[config.mk]
export PLATFORM = sky130hd
export DESIGN_NAME = fe_dispatch_unit
export DESIGN_NICKNAME = d
export VERILOG_FILES = /design/src/rtl/fe_dispatch_unit_pkg.sv /design/src/rtl/fe_dispatch_unit_lane_alloc.sv /design/src/rtl/fe_dispatch_unit.sv
export SDC_FILE = /design/constraint.sdc
export NUM_CORES = 1
export LEC_CHECK = 0
export BUFFER_PORTS_ARGS = -buffer_cell sky130_fd_sc_hd__buf_2
export CORE_AREA = 2 2 235 237
export CTS_BUF_LIST = sky130_fd_sc_hd__clkbuf_16
export DETAILED_ROUTE_END_ITERATION = 10
export DIE_AREA = 0 0 237 239
export GPL_TIMING_DRIVEN = 0
export MAX_ROUTING_LAYER = met4
export REMOVE_ABC_BUFFERS = 1
export SYNTH_ARGS = -nofsm -noshare
export SYNTH_HDL_FRONTEND = slang
export SYNTH_SLANG_ARGS = --single-unit
[constraint.sdc]
create_clock -name clk -period 2.3 [get_ports clk]
set_clock_uncertainty 0.1 [all_clocks]
set_input_delay 0.46 -clock clk [delete_from_list [all_inputs] [get_ports clk]]
set_output_delay 0.46 -clock clk [all_outputs]
set_load 0.03 [all_outputs]
[src/rtl/fe_dispatch_unit_pkg.sv]
// pkg_dtypes: shared front-end datatypes used by the dispatch stage
package pkg_dtypes;

    localparam int LOG2_NUM_EXEC_UNITS = 2;

    typedef struct packed {
        logic [31:0] pc;
        logic [31:0] instr;
        logic [5:0]  prd;
    } type_iqueue_entry;

endpackage

[src/rtl/fe_dispatch_unit_lane_alloc.sv]
// dispatch_lane_alloc: round-robin EU index per valid lane plus valid-lane count
module dispatch_lane_alloc
    import pkg_dtypes::*;
#(
    parameter int N = 4,
    parameter int M = 2 ** LOG2_NUM_EXEC_UNITS
) (
    input  logic [N-1:0]                          valid_i,
    input  logic [LOG2_NUM_EXEC_UNITS-1:0]        alloc_ptr_i,
    output logic [N-1:0][LOG2_NUM_EXEC_UNITS-1:0] euidx_o,
    output logic [$clog2(N+1)-1:0]                count_o
);

    localparam int CW = $clog2(N + 1);

    // each lane's EU is the pointer offset by the number of valid lanes below it
    always_comb begin
        int rank;
        rank = 0;
        for (int k = 0; k < N; k++) begin
            euidx_o[k] = LOG2_NUM_EXEC_UNITS'((int'(alloc_ptr_i) + rank) % M);
            rank += int'(valid_i[k]);
        end
        count_o = CW'(rank);
    end

endmodule

[src/rtl/fe_dispatch_unit.sv]
// fe_dispatch_unit: holds a renamed batch and drives it to the EUs until every lane is taken
module fe_dispatch_unit
    import pkg_dtypes::*;
#(
    parameter int NUM_PARALLEL_INSTR_DISPATCHES = 4,
    parameter int NUM_EXEC_UNITS = 2 ** LOG2_NUM_EXEC_UNITS
) (
    input  logic                                                          clk,
    input  logic                                                          reset_n,
    input  type_iqueue_entry [NUM_PARALLEL_INSTR_DISPATCHES-1:0]          batch_instr_i,
    input  logic [NUM_PARALLEL_INSTR_DISPATCHES-1:0]                      batch_valid_i,
    input  logic                                                          batch_req_i,
    output logic                                                          batch_ready_o,
    input  logic                                                          flush_i,
    output type_iqueue_entry [NUM_PARALLEL_INSTR_DISPATCHES-1:0]          dispatched_instr_o,
    output logic [NUM_PARALLEL_INSTR_DISPATCHES-1:0]                      dispatched_instr_valid_o,
    output logic [NUM_PARALLEL_INSTR_DISPATCHES-1:0][LOG2_NUM_EXEC_UNITS-1:0] dispatched_instr_alloc_euidx_o,
    input  logic [NUM_EXEC_UNITS-1:0]                                     eu_is_full_i,
    output logic [15:0]                                                   stall_cycles_o
);

    localparam int N  = NUM_PARALLEL_INSTR_DISPATCHES;
    localparam int EW = LOG2_NUM_EXEC_UNITS;
    localparam int CW = $clog2(N + 1);

    typedef enum logic {IDLE, DISPATCH} state_t;

    state_t                  state, state_next;
    logic [N-1:0]            pending, pending_next, lane_ok, rejected;
    type_iqueue_entry [N-1:0] held;
    logic [N-1:0][EW-1:0]    held_euidx, new_euidx;
    logic [EW-1:0]           alloc_ptr;
    logic [CW-1:0]           count;
    logic                    hs;

    dispatch_lane_alloc #(.N(N), .M(NUM_EXEC_UNITS)) u_alloc (
        .valid_i     (batch_valid_i),
        .alloc_ptr_i (alloc_ptr),
        .euidx_o     (new_euidx),
        .count_o     (count)
    );

    // a lane is taken when the EU it was allocated to is not full this cycle
    always_comb begin
        for (int k = 0; k < N; k++) lane_ok[k] = ~eu_is_full_i[held_euidx[k]];
    end

    assign rejected      = pending & ~lane_ok;
    assign batch_ready_o = ~flush_i & ((state == IDLE) | ((state == DISPATCH) & ~|rejected));
    assign hs            = batch_req_i & batch_ready_o;

    // next state and pending mask; flush dominates, then a new batch, then retirement of taken lanes
    always_comb begin
        state_next   = state;
        pending_next = pending;
        if (flush_i) begin
            state_next   = IDLE;
            pending_next = '0;
        end else if (hs) begin
            pending_next = batch_valid_i;
            state_next   = |batch_valid_i ? DISPATCH : IDLE;
        end else if (state == DISPATCH) begin
            pending_next = rejected;
            state_next   = |rejected ? DISPATCH : IDLE;
        end
    end

    // state, held batch, allocation pointer and stall counter
    always_ff @(posedge clk) begin
        if (!reset_n) begin
            state          <= IDLE;
            pending        <= '0;
            held           <= '0;
            held_euidx     <= '0;
            alloc_ptr      <= '0;
            stall_cycles_o <= '0;
        end else begin
            state   <= state_next;
            pending <= pending_next;
            if (hs) begin
                held       <= batch_instr_i;
                held_euidx <= new_euidx;
                alloc_ptr  <= EW'((int'(alloc_ptr) + int'(count)) % NUM_EXEC_UNITS);
            end
            if ((state == DISPATCH) && |rejected && (stall_cycles_o != 16'hFFFF))
                stall_cycles_o <= stall_cycles_o + 16'd1;
        end
    end

    // bus carries only pending lanes of a held batch; everything else is zero
    always_comb begin
        for (int k = 0; k < N; k++) begin
            dispatched_instr_valid_o[k]       = (state == DISPATCH) & pending[k];
            dispatched_instr_o[k]             = dispatched_instr_valid_o[k] ? held[k] : '0;
            dispatched_instr_alloc_euidx_o[k] = dispatched_instr_valid_o[k] ? held_euidx[k] : '0;
        end
    end

endmodule

==> flow_metrics.tcl <==
set metrics [dict create \
    ant_nets 0 \
    numPortBuffers 600 \
    yosys_warnings 0 \
    period_needed_ns 2.67 \
    p_per_area_mw_per_mm2 598 \
    vias_per_cell 4.96 \
    clk_transition_reported_paths_ns 0.07 \
    ys_types 39 \
    synth.most_common_cell "nand2_1" \
    drc 0 \
    synth_edf_count 0 \
    synth_common_cells "nand2_1, dfxtp_1, a21oi_1" \
    gp_congestion 0.833 \
    synth_top_cell_area_share 0.464 \
    grt_pass1_vias 15100 \
    grt_max_degree 154 \
    postCtsHoldBufs 0 \
    fin_ws_ns -0.366 \
    die_h_um 239 \
    wl_met1_um 24600 \
    violations "negative setup slack" \
    dpl-instance-area_mm2 0.0169 \
    netlist_area_mm2 0.0134 \
    grt_remaining_overflow 0 \
    slew_viol_final 0 \
    tightest_slew_ns 1.23 \
    fin_area_mm2 0.0221 \
    slew_headroom 0.179 \
    wire_per_inst_um 19.4 \
    holdCritPathClass "in2reg" \
    cts_tree "yes" \
    worst-path-max-fanout 7 \
    grt_pass1_wl_um 89100 \
    clkLatencyLatePin_ns 0.54 \
    startpoint_type "flip-flop" \
    htree_levels 2 \
    cp.required_ns 2.66 \
    grt_antenna_before_repair 4 \
    worst_ep_arrival_time_ns 3.02 \
    final_nets 2709 \
    final_util 0.408 \
    finalWirelength_um 61000 \
    core.rowCount 86 \
    avgSynthCellArea_um2 7.58 \
    rsz0062_at_grt "yes" \
    core-area_mm2 0.0543 \
    wl_met3_um 4470 \
    endpoint_kind "flip-flop" \
    num_vias 15600 \
    cap_violations 0 \
    dieArea_mm2 0.0566 \
    die_w_um 237 \
    hpwl_um 32200 \
    initialDrtViolationCount 948 \
    cts.sinks 311 \
    vdd_ir_drop_max_mv 0.505 \
    yosysSeqAreaShare 0.464 \
    layout-drive-gt1-share 0.446 \
    io_pins 601 \
    synthFlopType "dfxtp_1" \
    clockRootBuffer "clkbuf_16" \
    ys_ff_latch 311 \
    max_freq_mhz 375 \
    synth_top_area_cell "dfxtp_1" \
    p_leak_uw 0.0110 \
    top_layer "met4" \
    hold_viol_final 0 \
    hold_ws_ns 0.0482 \
    synth_cells 1769 \
    period_share 1.16 \
    synth_area_leaders "dfxtp_1, nand2_1, and3_1" \
    initial_core_util 0.247 \
    status "finished, violations left" \
    drt_first_pass_iters 6 \
    grt_usage 0.208 \
    synthArstFlopShare 0 \
    critical_path_class "reg2reg" \
    numCtsBuffers 37 \
    cts_max_path_buffers 3 \
    area_growth_pct 65.1 \
    dr_wl_met2_um 30200 \
    setup_violations 548 \
]
-- per-stage QoR --
| stage | cells | setup TNS, ns | power [uW] | worst slack, ns |
|---|---|---|---|---|
| after floorplan | 1602 | -3058.27 | 6420 | -8.41 |
| after global placement | 2906 | -6023.45 | 6920 | -15.57 |
| after detailed placement | 2925 | -236.44 | 6910 | -0.970 |
| after CTS | 3128 | -96.98 | 13300 | -0.396 |
| after global routing | 3140 | -123.96 | 13700 | -0.434 |
| final | 3142 | -83.02 | 13300 | -0.366 |
-- where the power goes --
part / switching (uW) / total [uW] / internal [uW]
logic: 934 / 1920 / 981
registers: 168 / 5800 / 5630
clock network: 2390 / 5540 / 3160
-- cell type report --
cell class                      count  area, um2
Tap cell                          704        881
Antenna cell                        5       12.5
Multi-Input combinational cell   1288       7540
Clock inverter                     24        131
Sequential cell                   311       6250
Clock buffer                       39        976
Inverter                            6       30.0
Timing Repair Buffer              765       6330
Fill cell                        5363      32200
-- routing by layer --
metal | global-route usage | vias up
met3 | 0.0391 | 123
met4 | 0.0708 | 0
met2 | 0.347 | 685
met5 | - | -
met1 | 0.251 | 7550
li1 | - | 7236
-- worst paths after layout --
path	start	end	cells after the start	slack, ns
worst max-delay path	held_euidx[0]	held[220]	12	-0.37
worst min-delay path	batch_instr_i[233]	held[233]	3	0.05
worst min register to register	held[33]	held[33]	2	0.35
worst max register to register	held_euidx[0]	held[220]	12	-0.37
-- worst max-delay path: stages, from the launching register on --
cell	delay [ns]
dfxtp_4	0.36
mux4_2	0.54
a22oi_2	0.23
buf_4	0.18
buf_6	0.11
o211a_4	0.18
buf_12	0.18
buf_12	0.14
buf_12	0.10
buf_12	0.11
buf_16	0.13
nand2_1	0.06
a21oi_1	0.12
-- repair_timing --
action / 4_1_cts / 5_1_grt
gates cloned: 57 / 2
setup endpoints to repair: 603 / 563
pin swaps: 255 / 4
endpoints found under the hold margin: 0 / 0
resized for setup: 447 / 7
buffers inserted: 86 / 8
-- cells by family after synthesis --
logic type,Yosys count,synth area share
compound gates,335,0.129
fa+ha+maj,8,0.00858
flops,311,0.464
buf+inv,173,0.0650
simple gates,927,0.321
xor+xnor,7,0.00457
mux,8,0.00811
-- flip-flops by register name, indices dropped and copies added (netlist names) --
signal,count
state,1
held,280
alloc_ptr,2
stall_cycles_o,16
pending,4
held_euidx,8
-- placed cells by master, fill, tap and decap left out, types with 6 or more instances in the layout --
cell and n:
o21ai_0 14, buf_6 19, dfxtp_1 302, nand3_1 13, buf_12 45, buf_2 598, buf_4 26, clkinv_1 8
nand2_4 80, a21oi_2 97, nand2_2 68, buf_8 9, inv_1 14, or3_1 11, a21oi_1 209, and3_1 289
nand2_1 436, buf_16 62, nor2_1 8, ha_1 6, clkbuf_16 40, xnor2_1 6
(Power assumes the default switching activity.)
